[config.mk]
export PLATFORM = sky130hd
export DESIGN_NAME = pipeline_hazard_controller
export DESIGN_NICKNAME = d
export VERILOG_FILES = /design/src/rtl/pipeline_hazard_controller.sv
export SDC_FILE = /design/constraint.sdc
export NUM_CORES = 1
export LEC_CHECK = 0
export BUFFER_PORTS_ARGS = -buffer_cell sky130_fd_sc_hd__buf_2
export CORE_ASPECT_RATIO = 0.8
export CORE_MARGIN = 2
export CORE_UTILIZATION = 47
export DETAILED_ROUTE_END_ITERATION = 10
export PLACE_DENSITY_LB_ADDON = 0.08
export SKIP_CTS_REPAIR_TIMING = 1
export SLEW_MARGIN = 5
export SYNTH_ARGS = -nofsm -noshare
export SYNTH_HDL_FRONTEND = slang
export SYNTH_SLANG_ARGS = --single-unit
[constraint.sdc]
create_clock -name clk -period 2.3 [get_ports clk]
set_input_delay 0.23 -clock clk [delete_from_list [all_inputs] [get_ports clk]]
set_output_delay 0.23 -clock clk [all_outputs]
set_load 0.03 [all_outputs]
[src/rtl/pipeline_hazard_controller.sv]
// Stall/flush sequencer for the 5-stage pipeline: load-use, taken branch,
// multi-cycle mul/div in EX and data-memory wait, plus a stall-cycle counter.
module pipeline_hazard_controller #(
  parameter int MUL_LAT = 4,
  parameter int DIV_LAT = 32,
  parameter int CNT_W   = 6
) (
  input  logic        clk,
  input  logic        reset,
  input  logic        id_ex_mem_read,
  input  logic [4:0]  id_ex_rt,
  input  logic [4:0]  if_id_rs,
  input  logic [4:0]  if_id_rt,
  input  logic        id_uses_rt,
  input  logic        branch_taken,
  input  logic        ex_muldiv,
  input  logic        ex_is_div,
  input  logic        mem_stall,
  output logic        pc_write,
  output logic        if_id_write,
  output logic        if_id_flush,
  output logic        id_ex_hold,
  output logic        id_ex_flush,
  output logic        ex_mem_hold,
  output logic        ex_mem_flush,
  output logic        mem_wb_flush,
  output logic        muldiv_done,
  output logic        md_busy,
  output logic [31:0] stall_cycles
);

  typedef enum logic {RUN, MD_BUSY} state_t;

  localparam logic [CNT_W-1:0] MUL_INIT = CNT_W'(MUL_LAT - 2);
  localparam logic [CNT_W-1:0] DIV_INIT = CNT_W'(DIV_LAT - 2);

  state_t           state, state_next;
  logic [CNT_W-1:0] cnt, cnt_next;
  logic             ack, ack_next;
  logic             load_use;

  assign load_use = id_ex_mem_read && (id_ex_rt != 5'd0) &&
                    ((id_ex_rt == if_id_rs) || (id_uses_rt && (id_ex_rt == if_id_rt)));

  always_ff @(posedge clk or posedge reset) begin
    if (reset) begin
      state <= RUN;
      cnt   <= '0;
      ack   <= 1'b0;
    end else begin
      state <= state_next;
      cnt   <= cnt_next;
      ack   <= ack_next;
    end
  end

  // Highest-priority event wins; the entry cycle counts as the first of LAT stall cycles.
  always_comb begin
    state_next   = state;
    cnt_next     = cnt;
    ack_next     = ack;
    pc_write     = 1'b1;
    if_id_write  = 1'b1;
    if_id_flush  = 1'b0;
    id_ex_hold   = 1'b0;
    id_ex_flush  = 1'b0;
    ex_mem_hold  = 1'b0;
    ex_mem_flush = 1'b0;
    mem_wb_flush = 1'b0;
    muldiv_done  = 1'b0;
    md_busy      = 1'b0;
    if (reset) begin
      pc_write    = 1'b0;
      if_id_write = 1'b0;
    end else begin
      md_busy = (state == MD_BUSY);
      if (mem_stall) begin
        pc_write     = 1'b0;
        if_id_write  = 1'b0;
        id_ex_hold   = 1'b1;
        ex_mem_hold  = 1'b1;
        mem_wb_flush = 1'b1;
      end else if ((state == MD_BUSY) || (ex_muldiv && !ack)) begin
        pc_write     = 1'b0;
        if_id_write  = 1'b0;
        id_ex_hold   = 1'b1;
        ex_mem_flush = 1'b1;
        if (state == RUN) begin
          cnt_next   = ex_is_div ? DIV_INIT : MUL_INIT;
          state_next = MD_BUSY;
        end else if (cnt != '0) begin
          cnt_next = cnt - 1'b1;
        end else begin
          state_next = RUN;
          ack_next   = 1'b1;
        end
      end else if (ex_muldiv && ack) begin
        muldiv_done = 1'b1;
        ack_next    = 1'b0;
      end else if (branch_taken) begin
        if_id_flush = 1'b1;
        id_ex_flush = 1'b1;
      end else if (load_use) begin
        pc_write    = 1'b0;
        if_id_write = 1'b0;
        id_ex_flush = 1'b1;
      end
    end
  end

  // Saturating count of cycles in which the PC did not advance.
  always_ff @(posedge clk or posedge reset) begin
    if (reset)
      stall_cycles <= '0;
    else if (!pc_write && (stall_cycles != 32'hFFFF_FFFF))
      stall_cycles <= stall_cycles + 32'd1;
  end

endmodule

==> flow_metrics.env <==
export IMPL_antenna_found_initial=0
export IMPL_rsz0062_at_grt="no"
export IMPL_worst_pin_slew_ns=0.505
export IMPL_grt_max_degree=41
export IMPL_initial_utilization=0.489
export IMPL_max_freq_mhz=450
export IMPL_cpPeakStageDelay_ns=0.54
export IMPL_io_buffers=64
export IMPL_end_kind="flip-flop"
export IMPL_finalWeightedCongestion=0.791
export IMPL_startpoint_type="flip-flop"
export IMPL_cts_made_buffers=5
export IMPL_crit_family="simple AND/OR/NAND/NOR gates"
export IMPL_synthesis_nets=264
export IMPL_synth_fa_ha_area_frac=0.0112
export IMPL_crit_fanout=4
export IMPL_critPathBufInv=1
export IMPL_synth_xor_area_frac=0.168
export IMPL_status="complete, no violations"
export IMPL_final_period_utilization=0.967
export IMPL_routed_via_density=5.15
export IMPL_grt_use_total=0.202
export IMPL_fin_crit_ns=2.22
export IMPL_ys_ff_latch=40
export IMPL_die_height_um=65.7
export IMPL_crit_arrival_ns=2.40
export IMPL_cts_tree="yes"
export IMPL_clockBufferDepth=2
export IMPL_maxSlewViolCount=0
export IMPL_synth_compound_area_share=0.0610
export IMPL_row_count=22
export IMPL_antenna_cells=0
export IMPL_hpwl_um=3730
export IMPL_vdd_ir_drop_max_mv=0.566
export IMPL_critPathRequiredTime_ns=2.48
export IMPL_syn_to_final_growth_pct=29.4
export IMPL_stdcell_count=386
export IMPL_fin_util=0.633
export IMPL_cts_root_buf="clkbuf_8"
export IMPL_nets=350
export IMPL_drc_errors=0
export IMPL_synth_cell_types=37
export IMPL_globalRouteOverflowTotal=0
export IMPL_drive_gt1_frac=0.359
export IMPL_grt_pass1_vias=1836
export IMPL_routed_wl_um=4960
export IMPL_synthSimpleGateAreaFrac=0.266
export IMPL_p_int_uw=1310
export IMPL_coreArea_mm2=0.00457
export IMPL_clk_pin_slew_ns=0.09
export IMPL_p_per_area_mw_per_mm2=729
export IMPL_setup_viol=0
export IMPL_clock_latency_ns=0.30
export IMPL_synth_edf_count=0
export IMPL_synth_avg_cell_area_um2=9.36
export IMPL_wl_per_cell_um=12.8
export IMPL_switching_power_uw=797
export IMPL_yosys_warnings=0
export IMPL_ys_seq_area_frac=0.448
export IMPL_p_total_uw=2110
export IMPL_seq_power_share=0.449
export IMPL_pwr_share_comb=0.330
export IMPL_critPathMostFrequentCell="or4_4"
export IMPL_boundaryPins=65
export IMPL_async_flop_share=1.00
export IMPL_hold_viol_final=0
export IMPL_h_tree_depth=2
export IMPL_fp_dieW_um=81.1
export IMPL_critical_path_class="flip-flop to flip-flop"
export IMPL_vias=1987
export IMPL_place_inst=375
export IMPL_drv_cap=0
export IMPL_antenna_left=0
export IMPL_min_path_type="primary input to async pin"
export IMPL_p_sw_frac=0.378
export IMPL_synthMuxAreaShare=0.00504
export IMPL_slew_headroom=0.663
export IMPL_finalClockSkew_ns=0.0130
export IMPL_place_ws_ns=0.0397
export IMPL_leakage_uw=0.00144
export IMPL_clock_sinks=40
export IMPL_ys_flop_type="dfrtp_1"
export IMPL_fin_ws_ns=0.0766
export IMPL_die_area_mm2=0.00533
export IMPL_power_clock_fraction=0.220
export IMPL_drtPass1Iterations=4
export IMPL_netlist_area_mm2=0.00224
export IMPL_synth_top_family_by_area="simple AND/OR/NAND/NOR gates"
export IMPL_crit_slowest_cell="or4_4"
export IMPL_timing_hold_ws_ns=0.0887
export IMPL_drtIter0Drc=94
export IMPL_synth_cells=239
export IMPL_grt_pass1_wl_um=8290
export IMPL_cp_cell_sequence="nand4_1, or4_4, or4_4, o211ai_4, buf_4, mux2_4"
==> metrics by stage <==
step | TNS (ns) | cell area (µm²)
2_1_floorplan | -0.0372 | 2270
3_3_place_gp | 0 | 2770
3_5_place_dp | 0 | 2770
4_1_cts | 0 | 2860
5_1_grt | 0 | 2890
6_report | 0 | 2890
==> area by class of cell <==
| class | count | area, µm² |
|---|---|---|
| Inverter | 9 | 33.8 |
| Multi-Input combinational cell | 182 | 1170 |
| Timing Repair Buffer | 87 | 505 |
| Sequential cell | 40 | 1020 |
| Tap cell | 60 | 75.1 |
| Clock inverter | 3 | 18.8 |
| Fill cell | 421 | 1680 |
| Clock buffer | 5 | 68.8 |
==> cell usage in the layout (no fill, tap or decap), types with 5 or more instances in the layout <==
| master | synthesis | final |
|---|---|---|
| buf_2 | 0 | 64 |
| xor2_1 | 28 | 28 |
| nand2_1 | 27 | 27 |
| dfrtp_1 | 40 | 26 |
| nor2_1 | 24 | 24 |
| buf_4 | 2 | 22 |
| nor3_1 | 18 | 18 |
| xnor2_1 | 15 | 15 |
| dfrtp_2 | 0 | 14 |
| nand3_1 | 9 | 9 |
| nor4_1 | 9 | 9 |
| inv_1 | 9 | 9 |
| nand4_1 | 8 | 8 |
| a21oi_1 | 7 | 7 |
| clkbuf_8 | 0 | 5 |
==> per-layer routing <==
metal / vias to the layer above / global-route usage / share of wire
li1: 996 / - / -
met5: - / 0 / 0
met4: 0 / 0.0614 / 0.017
met1: 930 / 0.292 / 0.50
met2: 52 / 0.301 / 0.43
met3: 9 / 0.0453 / 0.047
==> worst min-delay path, delay by kind of cell <==
kind	cells	cell delay [ns]
buffers and inverters	3	0.60
==> registers in the layout, indices dropped and copies added, names as in the netlist <==
name / flops
stall_cycles: 32
cnt: 6
state: 1
ack: 1
==> power groups by stage <==
stage          clock network [µW]  registers (µW)  logic (µW)
3_3_place_gp                    0             954         680
4_1_cts                       475             947         693
3_5_place_dp                    0             960         689
6_report                      465             947         696
5_1_grt                       507             968         777
2_1_floorplan                   0            1080         354
==> synthesized netlist by cell type (all sizes together), types with 3 or more instances <==
library cell / count / area share
nand4: 9 / 0.028
nor2: 24 / 0.040
or4: 4 / 0.017
nor3: 18 / 0.040
o21ai: 4 / 0.0090
dfrtp: 40 / 0.45
a21oi: 7 / 0.016
xnor2: 15 / 0.059
inv: 9 / 0.015
nand2: 27 / 0.045
o22a: 3 / 0.012
buf: 5 / 0.020
and3: 4 / 0.011
clkbuf: 3 / 0.0050
nor2b: 3 / 0.0084
nand3: 9 / 0.020
nor4: 9 / 0.025
xor2: 28 / 0.11
==> kinds of logic after synthesis <==
group,after synthesis
AO/OA/AOI/OAI,20
XOR/XNOR,43
adder cells (fa/ha/maj),2
buffers and inverters,17
flip-flops,40
multiplexers,1
AND/OR/NAND/NOR,116
==> worst paths after layout <==
path,start,end,slack [ns],cells past startpoint
worst max-delay path,stall_cycles[17]$_DFFE_PP0P_,stall_cycles[1]$_DFFE_PP0P_,0.08,6
worst min-delay path,reset,cnt[4]$_DFFE_PP0P_,0.09,3
worst max register to register,stall_cycles[17]$_DFFE_PP0P_,stall_cycles[1]$_DFFE_PP0P_,0.08,6
worst min register to register,stall_cycles[5]$_DFFE_PP0P_,stall_cycles[5]$_DFFE_PP0P_,0.49,1
max in group asynchronous,reset,stall_cycles[7]$_DFFE_PP0P_,1.82,3
min in group clk,mem_stall,state$_DFFE_PP0P_,0.24,3
Power figures use the tool's default switching activity.
